### src/rtl/morra_pkg.sv
// rtl/morra_pkg.sv - shared encodings and constants for the morra cinese referee
package morra_pkg;

    typedef enum logic [1:0] {
        MV_NONE     = 2'b00,
        MV_ROCK     = 2'b01,
        MV_PAPER    = 2'b10,
        MV_SCISSORS = 2'b11
    } move_e;

    // Shared by the per-manche and the per-match result outputs
    typedef enum logic [1:0] {
        RES_NONE = 2'b00,
        RES_P1   = 2'b01,
        RES_P2   = 2'b10,
        RES_TIE  = 2'b11
    } result_e;

    typedef enum logic {
        ST_IDLE = 1'b0,
        ST_PLAY = 1'b1
    } state_e;

    localparam logic [4:0] MIN_MANCHE  = 5'd4;
    localparam logic [4:0] LEAD_TO_WIN = 5'd2;

endpackage

### src/rtl/morra_judge.sv
// rtl/morra_judge.sv - combinational judge of a single manche
module morra_judge
    import morra_pkg::*;
(
    input  move_e   p1_move,
    input  move_e   p2_move,
    input  result_e last_winner,
    input  move_e   last_move,
    output logic    valid,
    output result_e result,
    output move_e   win_move
);

    logic p1_beats;
    logic repeat_move;

    always_comb begin
        valid    = 1'b0;
        result   = RES_NONE;
        win_move = MV_NONE;

        p1_beats = (p1_move == MV_ROCK     && p2_move == MV_SCISSORS) ||
                   (p1_move == MV_PAPER    && p2_move == MV_ROCK)     ||
                   (p1_move == MV_SCISSORS && p2_move == MV_PAPER);

        // The previous winner may not reuse the move it just won with
        repeat_move = (last_winner == RES_P1 && p1_move == last_move) ||
                      (last_winner == RES_P2 && p2_move == last_move);

        if (p1_move != MV_NONE && p2_move != MV_NONE && !repeat_move) begin
            valid = 1'b1;
            if (p1_move == p2_move) begin
                result = RES_TIE;
            end else if (p1_beats) begin
                result   = RES_P1;
                win_move = p1_move;
            end else begin
                result   = RES_P2;
                win_move = p2_move;
            end
        end
    end

endmodule

### src/rtl/morra_cinese.sv
// rtl/morra_cinese.sv - rock-paper-scissors match referee: FSM, counters, end-of-match
module morra_cinese
    import morra_pkg::*;
(
    input  logic       clk,
    input  logic       rst,
    input  logic       START,
    input  logic [1:0] P1,
    input  logic [1:0] P2,
    output logic [1:0] ROUND,
    output logic [1:0] GAME
);

    state_e     state_q, state_d;
    logic [4:0] max_q, max_d;
    logic [4:0] played_q, played_d;
    logic [4:0] p1_wins_q, p1_wins_d;
    logic [4:0] p2_wins_q, p2_wins_d;
    result_e    last_winner_q, last_winner_d;
    move_e      last_move_q, last_move_d;
    result_e    round_q, round_d;
    result_e    game_q, game_d;

    logic    judge_valid;
    result_e judge_result;
    move_e   judge_win_move;

    morra_judge u_judge (
        .p1_move     (move_e'(P1)),
        .p2_move     (move_e'(P2)),
        .last_winner (last_winner_q),
        .last_move   (last_move_q),
        .valid       (judge_valid),
        .result      (judge_result),
        .win_move    (judge_win_move)
    );

    always_comb begin
        state_d       = state_q;
        max_d         = max_q;
        played_d      = played_q;
        p1_wins_d     = p1_wins_q;
        p2_wins_d     = p2_wins_q;
        last_winner_d = last_winner_q;
        last_move_d   = last_move_q;
        round_d       = RES_NONE;
        game_d        = RES_NONE;

        if (START) begin
            state_d       = ST_PLAY;
            max_d         = MIN_MANCHE + {1'b0, P1, P2};
            played_d      = 5'd0;
            p1_wins_d     = 5'd0;
            p2_wins_d     = 5'd0;
            last_winner_d = RES_NONE;
            last_move_d   = MV_NONE;
        end else if (state_q == ST_PLAY && judge_valid) begin
            played_d = played_q + 5'd1;
            if (judge_result == RES_P1) p1_wins_d = p1_wins_q + 5'd1;
            if (judge_result == RES_P2) p2_wins_d = p2_wins_q + 5'd1;
            last_winner_d = (judge_result == RES_TIE) ? RES_NONE : judge_result;
            last_move_d   = judge_win_move;
            round_d       = judge_result;

            // A clear lead ends the match early; otherwise it runs to max
            if (played_d >= MIN_MANCHE &&
                (p1_wins_d >= p2_wins_d + LEAD_TO_WIN ||
                 p2_wins_d >= p1_wins_d + LEAD_TO_WIN)) begin
                game_d = (p1_wins_d > p2_wins_d) ? RES_P1 : RES_P2;
            end else if (played_d == max_q) begin
                if (p1_wins_d > p2_wins_d)      game_d = RES_P1;
                else if (p2_wins_d > p1_wins_d) game_d = RES_P2;
                else                            game_d = RES_TIE;
            end

            if (game_d != RES_NONE) state_d = ST_IDLE;
        end
    end

    always_ff @(posedge clk) begin
        if (rst) begin
            state_q       <= ST_IDLE;
            max_q         <= 5'd0;
            played_q      <= 5'd0;
            p1_wins_q     <= 5'd0;
            p2_wins_q     <= 5'd0;
            last_winner_q <= RES_NONE;
            last_move_q   <= MV_NONE;
            round_q       <= RES_NONE;
            game_q        <= RES_NONE;
        end else begin
            state_q       <= state_d;
            max_q         <= max_d;
            played_q      <= played_d;
            p1_wins_q     <= p1_wins_d;
            p2_wins_q     <= p2_wins_d;
            last_winner_q <= last_winner_d;
            last_move_q   <= last_move_d;
            round_q       <= round_d;
            game_q        <= game_d;
        end
    end

    assign ROUND = round_q;
    assign GAME  = game_q;

endmodule

### config.mk
export PLATFORM = sky130hd
export DESIGN_NAME = morra_cinese
export DESIGN_NICKNAME = d
export VERILOG_FILES = /design/src/rtl/morra_pkg.sv /design/src/rtl/morra_judge.sv /design/src/rtl/morra_cinese.sv
export SDC_FILE = /design/constraint.sdc
export NUM_CORES = 1
export LEC_CHECK = 0
export ABC_AREA = 1
export CAP_MARGIN = 20
export CORE_ASPECT_RATIO = 0.5
export CORE_MARGIN = 2
export CORE_UTILIZATION = 50
export CTS_CLUSTER_DIAMETER = 50
export DETAILED_ROUTE_END_ITERATION = 16
export GPL_TIMING_DRIVEN = 0
export PLACE_DENSITY = 0.68
export SLEW_MARGIN = 0
export SYNTH_ARGS = -nofsm -noshare
export SYNTH_HDL_FRONTEND = slang
export SYNTH_SLANG_ARGS = --single-unit
### constraint.sdc
create_clock -name clk -period 3.3 [get_ports clk]
set_input_delay 0.66 -clock clk [delete_from_list [all_inputs] [get_ports clk]]
set_output_delay 0.66 -clock clk [all_outputs]
set_load 0.01 [all_outputs]
# After elaboration in Yosys (flattened, before gate mapping)
# Cells that the tools add are included.
# W data, S select, Z words.
[totals]
output_inout_bits = 4
in_bits = 7
regBits = 29
[classes]
magnitude_cmp = 5
eq_ne = 15
n_bitwise = 1
reduce_logical = 22
muxes = 24
addsub = 6
[op_table]
columns = ["op", "count"]
rows = [
  ["$mux W5", 6],
  ["$mux W2", 13],
  ["$add A5 B1 Y5 const B", 3],
  ["$eq A2 B2 Y1 const B", 7],
  ["$add A5 B2 Y5 const B", 2],
  ["$ge A5 B5 Y1", 2],
  ["$gt A5 B5 Y1", 2],
  ["$reduce_bool A2 Y1", 5],
  ["$logic_and A1 B1 Y1", 9],
  ["$eq A2 B1 Y1 const B", 4],
  ["$eq A2 B2 Y1", 3],
  ["$add A3 B4 Y5 const A", 1],
  ["$eq A5 B5 Y1", 1],
  ["$ge A5 B3 Y1 const B", 1],
  ["$mux W1", 5],
  ["$logic_or A1 B1 Y1", 4],
  ["$reduce_or A3 Y1", 1],
  ["$reduce_and A2 Y1", 1],
  ["$reduce_or A2 Y1", 1],
  ["$logic_not A1 Y1", 1],
  ["$not A1 Y1", 1],
]

# Longest topological paths before layout
# Gate-level depths: netlist (run 1).
[logic_depth]
word_depth = 22
ltp_mapped = 24
depth_no_buf = 24

# By module
# From an unflattened synthesis (run 1), not the netlist that was laid out.
[hier_totals]
cells_unflattened = 305
hier_area_um2 = 2048.2
[by_module_without_submodules]
columns = ["module", "area_per_inst_um2", "seq_area_each_um2", "n_inst", "cells_each"]
rows = [
  ["morra_cinese", 1831.8, 580.6, 1, 255],
  ["morra_judge", 216.5, 0.0, 1, 50],
]

# Worst setup path before layout (run 1)
# OpenSTA, ideal clock, no wires.
[synth_timing]
path_type = "input to register"
start = "input P1[1]"
end = "register state_q"
n_path_buf = 0
arrival_time_ns = 2.802
path_slack_ns = 0.428
stages = 21
t_required_ns = 3.230
path_cell_list = "inv_1 > ha_1 > o21bai_1 > nor2_8 > nand3_4 > nand2_2 > nand2_4 > nor2_4 > nand2_2 > nand2_1 > nand2_1 > ha_1 > nand3_1 > nor2_1 > o21ai_0 > nand3_1 > nand2_1 > nand2_1 > nand2_1 > nand2_1 > a21oi_1"
[synth_via]
elab_chain_len = 21
word_cells_on_any_way = 48
[synth_lines]
columns = ["item", "line_no", "source"]
rows = [
  ["start, declared", "morra_cinese.sv:8", "input logic [1:0] P1,"],
  ["$eq A2 B1 Y1 or $eq A2 B2 Y1 (tied branches)", "morra_judge.sv:22, morra_judge.sv:23", ""],
  ["$logic_and A1 B1 Y1, on equally long branches", "morra_judge.sv:22, morra_judge.sv:23", ""],
  ["$logic_or A1 B1 Y1", "morra_judge.sv:22", "p1_beats = (p1_move == MV_ROCK && p2_move == MV_SCISSORS) ||"],
  ["$logic_or A1 B1 Y1", "morra_judge.sv:23", "(p1_move == MV_PAPER && p2_move == MV_ROCK) ||"],
  ["$mux W2", "morra_judge.sv:34", "end else if (p1_beats) begin"],
  ["$mux W2", "morra_judge.sv:32", "if (p1_move == p2_move) begin"],
  ["$mux W2", "morra_judge.sv:30", "if (p1_move != MV_NONE && p2_move != MV_NONE && !repeat_move) begin"],
  ["$eq A2 B2 Y1 or $eq A2 B1 Y1 (tied branches)", "morra_cinese.sv:60, morra_cinese.sv:59", ""],
  ["(+5 left out)", "n/a", ""],
  ["$logic_or A1 B1 Y1 or $mux W2 (tied branches)", "morra_cinese.sv:67, morra_cinese.sv:71", ""],
  ["$logic_and A1 B1 Y1 or $mux W2 (tied branches)", "morra_cinese.sv:66, morra_cinese.sv:70", ""],
  ["$mux W2", "morra_cinese.sv:66", "if (played_d >= MIN_MANCHE &&"],
  ["$mux W2", "morra_cinese.sv:57", "end else if (state_q == ST_PLAY && judge_valid) begin"],
  ["$mux W2", "morra_cinese.sv:49", "if (START) begin"],
  ["$reduce_bool A2 Y1", "morra_cinese.sv:76", "if (game_d != RES_NONE) state_d = ST_IDLE;"],
  ["$reduce_bool A2 Y1 (no line)", "n/a", ""],
  ["$reduce_and A2 Y1 (no line) (*)", "n/a", ""],
  ["end signal, assigned", "morra_cinese.sv:92", "state_q <= state_d;"],
  ["end, declared", "morra_cinese.sv:14", "state_e state_q, state_d;"],
]
# Mark *: on every way between the ends. The rest lies on a longest branch, timed or not. The select of a mux whose other input is x is not followed.
# A chain may end at the register's enable or synchronous reset.

# Worst setup path in the final report (run 1)
[layout_timing]
start = "input P1[0]"
end = "register game_q[0], in the netlist GAME[0]"
[layout_via]
elab_chain_len = 18
word_cells_on_any_way = 46
[layout_lines]
columns = ["item", "line_no", "source"]
rows = [
  ["$eq A2 B1 Y1 or $eq A2 B2 Y1 (tied branches)", "morra_judge.sv:22, morra_judge.sv:23", ""],
  ["$logic_and A1 B1 Y1, on equally long branches", "morra_judge.sv:22, morra_judge.sv:23", ""],
  ["$logic_or A1 B1 Y1", "morra_judge.sv:22", ""],
  ["$logic_or A1 B1 Y1", "morra_judge.sv:23", ""],
  ["$mux W2", "morra_judge.sv:34", ""],
  ["$mux W2", "morra_judge.sv:32", ""],
  ["$mux W2", "morra_judge.sv:30", ""],
  ["$eq A2 B2 Y1 or $eq A2 B1 Y1 (tied branches)", "morra_cinese.sv:60, morra_cinese.sv:59", ""],
  ["(+2 left out)", "n/a", ""],
  ["$mux W5", "morra_cinese.sv:49", ""],
  ["$add A5 B2 Y5 (tied with other cells)", "morra_cinese.sv:67", "(p1_wins_d >= p2_wins_d + LEAD_TO_WIN ||"],
  ["$ge A5 B5 Y1 (tied with other cells)", "morra_cinese.sv:67", ""],
  ["$logic_or A1 B1 Y1 or $mux W2 (tied branches)", "morra_cinese.sv:67, morra_cinese.sv:71", ""],
  ["$logic_and A1 B1 Y1 or $mux W2 (tied branches)", "morra_cinese.sv:66, morra_cinese.sv:70", ""],
  ["$mux W2", "morra_cinese.sv:66", ""],
  ["$mux W2", "morra_cinese.sv:57", ""],
  ["$mux W2", "morra_cinese.sv:49", ""],
  ["end signal, assigned", "morra_cinese.sv:100", "game_q <= game_d;"],
  ["end, declared", "morra_cinese.sv:22", "result_e game_q, game_d;"],
]
# Several ways; a longest one is shown, not always the timed one. The select of a mux whose other input is x is not followed.

==> results, run 1 <==
- Synthesis produced a netlist with a net count of between 300 and 400.
- Of the available clock period, the critical path in the final layout requires 0.927.
- STA classifies the critical path startpoint as an input port.
- The flip-flop and latch count after synthesis is 29.
- Routability-driven placement finished with a final weighted congestion of between 0.8 and 0.9.
- The floorplan has 16 rows.
- The worst register-to-register path ends at state_q.
- The H-tree was split into 2 levels.
- Of the total synthesized cell area, the portion taken by full adders, half adders and majority gates is 0.121.
- After detailed placement, the design holds a cell count of between 300 and 400.
- The final layout contains ~360 nets.
- The maximum fanout along the worst path is 7.
- The final number of max-transition violations is 0.
- Of the cells placed in the final design, the portion with a size suffix greater than 1 is 0.202.
- Yosys attributes the largest share of cell area to dfxtp_1 27%, ha_1 12%, nand2_1 11%.
- The post-detailed-placement half-perimeter wirelength is 3.68 mm.
- The type of the tightest min-delay check is reg2reg.
- The complex-gate fraction of the synthesized area came to 0.140.
- The clock net sink count is 29.
- The clock buffer count from CTS is 5.
- STA classifies the critical path endpoint as a register.
- In this run the remaining antenna-violating nets after routing total 0.
- STA puts the critical path data required time at 3480 ps.
- The count of placed standard cells in the final layout, fillers left out is between 300 and 400.
- The clock tree from TritonCTS is yes.
- The die height is 50.6 µm.
- The final design instance area without fill is roughly 2600 µm².
- In this run the number of cells on the critical path is 21.
- Total power for the finished layout comes to ~1.1 mW.
- Max-cap violations in this run came to 0.
- The horizontal die dimension is just under 100 µm.
- The run finished with clean final reports.
- The post-synthesis cell area is between 2000 and 2500 µm².
- In this run the register-to-register setup slack is just over 600 ps.
- After clock tree synthesis, the clock-pin slew on the worst setup and hold paths is 70 ps.
- Entering global routing, the biggest net connects 11 pins.
- The library cell occupying the most area in the post-synthesis netlist is dfxtp_1.
- The core utilization of the finished layout is 0.638.
- Based on the critical path, the design can be clocked at up to approximately 330 MHz.
- The global-route wire length before repair is 8.10 mm.
- The number of antenna diodes in the final layout is 0.
- The kind of cell with the highest combined delay on the critical path is simple AND/OR/NAND/NOR gates.
- The routed layout has roughly 2.0k vias.
- The maximum clock insertion buffer count is 2.
- The die covers ~5000 µm².
- The cell with the biggest individual delay on the critical path is ha_4.
- Traced cell by cell, the critical path runs through clkbuf_4, inv_2, ha_1, o21bai_2, nor2_8, nand3_4, inv_4, nand2_1, nand2_2, inv_1, nand3_1, nand2_1, ha_4, nand3_2, nor2_1, o21ai_0, nand3_1, nand2_2, buf_4, a21oi_1, nor2_1.
- The placement-stage cell area is 2330 µm².
- The count of synthesis-stage warnings from yosys is 0.
- The most critical setup path has its endpoint at GAME[0].
- The post-synthesis share of cell area spent on xor and xnor gates is 0.0363.
- The clock root buffer master is clkbuf_8.
- The post-synthesis to final-layout area growth is 18.3%.
- In this run the count of I/O pins placed on the die edge is 11.
- Timing analysis after detailed placement gives a worst setup slack of -680 ps.
- Setup repair after global routing left no endpoint under its margin.
- The violation count after the first detailed-route iteration is 78.
- Counting both buffers and inverters, the worst setup path holds a total of 5.
- The hold path startpoint is last_winner_q[0].
- The initial standard-cell utilization of the core is 0.539.
- Headroom to the max-slew limit came out at 0.559.
- The count of cells along the worst register-to-register path is 22.
- Setup violations remaining at the end of the flow were counted as 0.
- The clock period minus final worst setup slack is between 3000 and 4000 ps.
- The count of input and output buffers is 9.
- By area, the combinational part of the netlist is dominated by simple AND/OR/NAND/NOR gates.
- For this run, design rule violations remaining after detail routing come to 0.
- The number of vias per cell is just over 5.
- The cell area power density is 414 nW/µm².
- The synthesized netlist contains 30 unique library cells.
- The data arrival at the endpoint of the critical path is between 3000 and 4000 ps.
- For the pin with the worst max-slew slack, the measured transition is ~660 ps.
- The overall track demand over capacity in global routing is 0.209.
- The fraction of synthesized cell area taken by the top area cell type is 0.267.
- The synthesized instance count is between 300 and 400.
- The clock latency on the worst-skew pair is between 200 and 300 ps.
- The start-to-end type of the worst setup path is in2reg.
- The multiplexer area fraction after synthesis is 0.
- The total area inside the core boundary comes to 4020 µm².
- In this run the mean area of a mapped cell was approximately 7.1 µm².
- Before antenna repair, the detailed router went through 4 iterations.
- The launching instance or port of the critical path is P1[0].
- Dividing the detail-routed wire length by the instance count gives approximately 12 µm.
- The number of antenna violations at the first check in global routing is 0.
- On the worst path, the slowest cell contributes a delay of roughly 290 ps.
- Between clock sinks in the finished design, the worst skew comes to approximately 7.7 ps.
- The worst-case setup margin in the final layout is 241 ps.
- Of the total synthesized cell area, the portion taken by AND, OR, NAND and NOR gates is 0.337.
- After filler insertion, the fill cell instance count of the layout stands at around 380.
- The number of endpoints with negative hold slack in the final report is 0.
- The startpoint identified for the worst register-to-register timing path is last_move_q[0].
- The total wire length is ~4.8 mm.
- The share of the Yosys chip area taken by registers is 0.267.
- The worst-case IR drop observed on VDD is 0.253 mV.
- The via count of the first global-routing pass is between 1.5k and 2k.
- Global routing finished with a remaining overflow of 0.
- The leakage dissipation is between 1 and 1.5 nW.
==> report_power, final <==
group | internal (mW) | leakage, nW | switching (mW)
clock network | 0.246 | 0.0585 | 0.138
logic | 0.121 | 0.935 | 0.182
registers | 0.363 | 0.236 | 0.0125
==> state kept, by name (all words and copies together) (netlist names) <==
register       count
p1_wins_q          5
state_q            1
last_move_q        2
played_q           5
ROUND              2
max_q              5
last_winner_q      2
GAME               2
p2_wins_q          5
==> worst min path at each step <==
stage	endpoint	slack (ps)	cells after the start
5_1_grt	last_winner_q[0]	510	2
4_1_cts	last_winner_q[0]	480	2
3_3_place_gp	last_winner_q[0]	460	2
6_report	last_winner_q[0]	480	2
3_5_place_dp	last_winner_q[0]	470	2
2_1_floorplan	last_winner_q[0]	440	2
==> metal layers <==
layer,share of wire,global-route usage,up-vias
li1,-,-,1044
met1,0.51,0.286,874
met2,0.44,0.334,38
met3,0.041,0.0418,5
met4,0.011,0.0704,0
met5,0,0,-
==> what timing repair did <==
action	CTS	global route
resized for setup	8	22
buffers inserted	2	7
endpoints found under the setup margin	3	3
hold buffers	0	0
pin swaps	1	5
==> cells in the mapped netlist <==
cell type  number
inv_4           2
nand4_1         6
nor3_1          1
nand3_1        22
o21ai_1         9
nand3b_1        1
ha_1           21
nand2_2        11
inv_2           7
o21bai_1        1
xnor2_1         3
a21oi_1        24
nor2_1         20
buf_6           1
o21ai_0        14
o21ai_2         2
nand3_2         1
xor2_1          6
clkbuf_1        2
inv_1          40
a31oi_1         1
nor2_4          3
nand2_1        64
nand2_4         3
buf_2           1
a21o_1          1
dfxtp_1        29
nand3_4         4
nor2_8          2
a211oi_1        4
==> worst register-to-register path, stage by stage, from the launching register on <==
cell and delay, ps:
dfxtp_1 330, inv_1 70, nand2_1 60, o21ai_1 50, nor2_1 130, nand2_2 180
nand3_4 200, inv_4 60, nand2_1 70, nand2_2 80, inv_1 140, nand3_1 90
nand2_1 110, ha_4 220, a21oi_2 130, nand2_1 60, nor2_1 110, nand3_1 150
nand2_2 120, nand2_1 70, nand2_1 50, nand2_1 50, a21oi_1 120
==> kinds of logic after synthesis <==
group           count (synthesis)
buf+inv                        53
fa+ha+maj                      21
compound gates                 56
xor+xnor                        9
flops                          29
simple gates                  138
==> cell type report <==
class	count	area, µm²	share of cell area
plain buffers	4	23.8	0.00925
clock buffers	7	86.3	0.0336
clock inverters	1	30.0	0.0117
inverters	49	191	0.0745
multi-input cells	224	1450	0.564
flip-flops and latches	29	581	0.226
well taps	54	67.6	0.0263
repair buffers	18	140	0.0546
==> through the flow <==
stage | hold slack, ps | TNS, ps
finish | 480 | 0
global placement | 456 | -1890
global route | 507 | 0
floorplan | 444 | 0
CTS | 483 | 0
detailed placement | 467 | -2000
==> placed cells by master, fill, tap and decap left out, types with 4 or more instances in the layout <==
cell             Yosys  final
a211oi_1             4      4
a21oi_1             24     22
buf_4                0      9
clkbuf_8             0      6
clkdlybuf4s50_1      0      5
dfxtp_1             29     29
ha_1                21     19
inv_1               40     38
inv_2                7      8
nand2_1             64     63
nand2_2             11      9
nand2_4              3      6
nand3_1             22     20
nand3_4              4      4
nand4_1              6      6
nor2_1              20     20
o21ai_0             14     14
o21ai_1              9      9
xor2_1               6      6
(Power assumes the default switching activity.)
==> inputs of run 2 (changes only) <==
--- a/config.mk
+++ b/config.mk
@@ -14,7 +14,9 @@
 export DETAILED_ROUTE_END_ITERATION = 16
 export GPL_TIMING_DRIVEN = 0
 export PLACE_DENSITY = 0.68
+export SETUP_SLACK_MARGIN = 0.15
 export SLEW_MARGIN = 0
 export SYNTH_ARGS = -nofsm -noshare
 export SYNTH_HDL_FRONTEND = slang
+export SYNTH_HIERARCHICAL = 1
 export SYNTH_SLANG_ARGS = --single-unit
==> results, run 2 <==
- The run finished with clean final reports.
- The power after layout is 0.884 mW (-17%).
- The number of enable-type register cells in the synthesized netlist came to 0 (unchanged).
- By area the synthesized netlist is led by dfxtp_1 28%, nand2_1 12%, ha_1 12%.
- The weighted congestion reported at the end of routability-driven placement is 0.819 (-3.6%).
- By area, the combinational part of the netlist is dominated by simple AND/OR/NAND/NOR gates.
- The clock slew at the register clock pins of the worst setup and hold paths is 60 ps (about the same).
- The share of flip-flops with an asynchronous set or reset is 0 (unchanged).
- The net total in the final layout is 370 (+3.1%).
- The count of input and output buffers was 10 (+1).
- The category of the worst setup path capture point is a register.
- The library cell used most frequently in the layout, excluding fill and tap cells, is nand2_1.
- The post-synthesis cell area came to 2050 µm² (-5.6%).
- The die height came to 49.3 µm (-2.6%).
- The count of cells along the worst hold path is 2 (unchanged).
- The cell with the most instances on the worst path is nand2_1.
- The net switching power is 0.283 mW (-15%).
- The number of endpoints with negative hold slack in the final report is 0 (unchanged).
- The kind of cell with the highest combined delay on the critical path is simple AND/OR/NAND/NOR gates.
- The iteration count of the initial detailed-routing pass is 4 (unchanged).
- The cell row count is 16 (unchanged).
- The DRC violation count after routing came to 0 (unchanged).
- The violation count after the first detailed-route iteration is 63 (-19%).
- The maximum fanout along the worst path came to 5 (-2).
- The total negative slack came to 0 ps (unchanged).
- The logic gate share of total power came to 0.253 (-0.032).
- In this run the worst hold path is classified as reg2reg.
- The sum of buffers and inverters on the critical path came to 6 (+1).
- The post-detailed-placement half-perimeter wirelength was 3.32 mm (-10%).
- The number of filler instances in the final layout came to 333 (-13%).
- TritonCTS built the clock tree.
- The area of the placeable core is 3920 µm² (-2.5%).
- The final number of max-transition violations was 0 (unchanged).
- The clock root buffer master is clkbuf_8.
- The number of vias per cell is 5.01 (-1.4%).
- The wire length per cell after detailed routing is 12.2 µm (-1.6%).
- The launching instance or port of the critical path is P2[1].
- The count of cells along the worst register-to-register path is 27 (+23%).
- In the synthesized netlist, the cells that appear most often are 68 x nand2_1, 53 x inv_1, 34 x nor2_1.
- The clock buffer count from CTS was 5 (unchanged).
- The proportion of layout cells with a drive suffix above 1 is 0.244 (+0.0424).
- The peak ir drop on the vdd network came to 0.247 mV (-2.6%).
- The total wire length is 4.87 mm (+1.4%).
- The kind of start point of the critical path is an input port.
- The post-synthesis share of cell area spent on xor and xnor gates is 0.0544 (+0.0181).
- The number of antenna violations at the first check in global routing is 0 (unchanged).
- The multiplexer area fraction after synthesis came to 0 (unchanged).
- The initial standard-cell utilization of the core is 0.522 (-0.0175).
- The count of pins on the block boundary came to 11 (unchanged).
- The overall track demand over capacity in global routing was 0.221 (+0.0113).
- The adder-cell share of the synthesized area is 0.122 (+0.00114).
- The switching fraction of total power is 0.320 (+0.00748).
- The count of max-cap constraint violations was 0 (unchanged).
- The fraction of the mapped netlist area in simple logic gates is 0.279 (-0.0586).
- The maximum achievable frequency was 315 MHz (-3.8%).
- The final setup skew is 7.95 ps (+0.207 ps).
- The total nets after synthesis was 332 (-0.60%).
- The number of diodes added for antenna fixing is 0 (unchanged).
- The routed via count is 1994 (+1.7%).
- The count of synthesis-stage warnings from yosys is 6 (+6).
- The number of cells on the critical path is 27 (+29%).
- Yosys instantiated no cell more often than nand2_1.
- The final design instance area without fill came to 2710 µm² (+5.4%).
- The area used by multi-input combinational logic came to 1410 µm² (-2.5%).
- The required time at the endpoint of the critical path is 3510 ps (+30 ps).
- The leakage dissipation is 1.33 nW (+8.1%).
- The primary flip-flop cell chosen by synthesis mapping is dfxtp_1.
- The cell area power density was 327 nW/µm² (-21%).
- The count of antenna-violating nets left after detailed routing was 0 (unchanged).
- The clock net sink count was 29 (unchanged).
- By startpoint and endpoint, the worst setup path is classified as in2reg.
- The portion of total power attributed to the clock network is 0.325 (-0.036).
- The horizontal die dimension is 94.5 µm (-2.7%).
- The complex-gate fraction of the synthesized area came to 0.144 (+0.00411).
- The clock latency on the worst-skew pair is 280 ps (about the same).
- The maximum clock insertion buffer count is 2 (unchanged).
- The sequential fraction of the synthesis area is 0.283 (+0.0160).
- The via count of the first global-routing pass is 1801 (+1.9%).
- The distinct cell type count of the synthesized netlist came to 30 (unchanged).
- The CTS H-tree depth is 2 (unchanged).
- The design internal power is 0.601 mW (-18%).
- The hold path startpoint is state_q.
- The largest net degree at the start of global routing is 11 (unchanged).
- The clock period minus final worst setup slack was 3180 ps (+119 ps).
- The worst relative slew slack is 0.611 (+0.0520).
- The sequential power share is 0.423 (+0.069).
- The die area is 4660 µm² (-5.3%).
- The register cell area after layout is 582 µm² (+0.22%).
- The delay contributed by the slowest stage of the critical path is 340 ps (+50 ps).
- The global-route wire length before repair came to 8.00 mm (-1.3%).
- In the layout the commonest cells are 57 x nand2_1, 51 x inv_1, 28 x dfxtp_1.
- The flip-flop and latch count after synthesis was 29 (unchanged).
- The setup slack on the worst flop-to-flop path is 160 ps (-460 ps).
- Relative to the synthesized area, the layout overhead comes to 32.2%.
- The count of endpoints failing setup in the final report came to 0 (unchanged).
- The synthesized instance count was 305 (-0.33%).
- The placement-stage cell area is 2220 µm² (-4.8%).
- The final worst-path cycle share is 0.963 (+0.0362).
- The transition time at the pin with the least slew margin is 581 ps (-77.7 ps).
- The synthesized design spends more area on one cell type than any other, namely dfxtp_1.
- The data arrival at the endpoint of the critical path came to 3390 ps (+150 ps).
- Setup repair after global routing could not meet its margin everywhere.
- For this design, the slowest cell found on the critical path is ha_1.
- The worst register-to-register path begins at last_move_q[1].
- The global route total overflow came to 0 (unchanged).
- The fraction of synthesized cell area taken by the top area cell type is 0.283 (+0.0160).
- The mean cell area of the mapped netlist is 6.72 µm² (-5.3%).
[run 2: cell count changes after synthesis, sizes merged, moves of 3 or more]
cell / delta
a211oi: -3
a21oi: -3
inv: +10
nand2: -6
nand3: -17
nor2: +11
o211ai: +5
o21ai: -3
[run 2: final cells by class]
type	count	area share
flip-flops and latches	29	0.215
repair buffers	31	0.110
multi-input cells	213	0.522
clock buffers	5	0.0254
well taps	54	0.0250
plain buffers	4	0.00601
clock inverters	3	0.00647
inverters	59	0.0910
[run 2: worst reg2reg max path, cell delays in order, from the launching register on]
cell and delay (ps):
dfxtp_1 430, inv_1 60, nand2_1 50, nand2_1 40, nor2_1 110, nand2_1 80
nand3_2 130, nor2_2 70, inv_2 70, nand2_4 70, inv_6 80, nand2_4 60
nor3_4 190, xor2_4 180, nand3_2 90, xor2_1 160, ha_1 340, nand2_1 110
inv_1 50, nand2_1 60, nand3_1 70, nor2_1 90, nand2_1 110, nand2_2 100
nand2_2 70, nand2_2 60, nand2_1 60, a21oi_1 100
[run 2: cells by family (layout without fill, tap and decap cells)]
family / count (synthesis) / after routing
flip-flops: 29 / 29
AND/OR/NAND/NOR: 129 / 129
XOR/XNOR: 11 / 11
adder cells (fa/ha/maj): 20 / 20
AO/OA/AOI/OAI: 53 / 53
buffers and inverters: 63 / 102
[run 2: path summary, 6_finish.rpt]
kind | end
setup / recovery | state_q
hold / removal | state_q
setup reg to reg | state_q
hold reg to reg | state_q
[run 2: repair_timing]
item                                    CTS  global route
hold buffers                              0             0
gates cloned                              0             0
gates resized for setup                  57            31
pin swaps                                20            29
setup buffers                            11            10
endpoints found under the setup margin    3             3
[run 2: per-stage QoR]
stage | cells | worst slack [ps] | hold slack, ps | utilization
after floorplan | 305 | 167 | 433 | -
after global placement | 369 | -835 | 459 | 0.565
after detailed placement | 369 | -895 | 456 | 0.565
after CTS | 388 | 50.8 | 462 | 0.641
after global routing | 398 | -94.5 | 473 | 0.690
final | 398 | 121 | 461 | 0.690
[run 2: power groups by stage]
stage | combinational, mW | clock (mW) | sequential [mW]
2_1_floorplan | 0.121 | 0 | 0.378
6_report | 0.223 | 0.287 | 0.374
5_1_grt | 0.250 | 0.312 | 0.375
4_1_cts | 0.193 | 0.294 | 0.373
3_3_place_gp | 0.160 | 0 | 0.380
3_5_place_dp | 0.164 | 0 | 0.380
[run 2: routing by layer]
layer	up-vias	global-route usage	wire length [µm]
met5	-	0	0
met4	0	0.0483	13
met3	3	0.0464	128
met2	29	0.390	2360
met1	922	0.278	2370
li1	1040	-	-
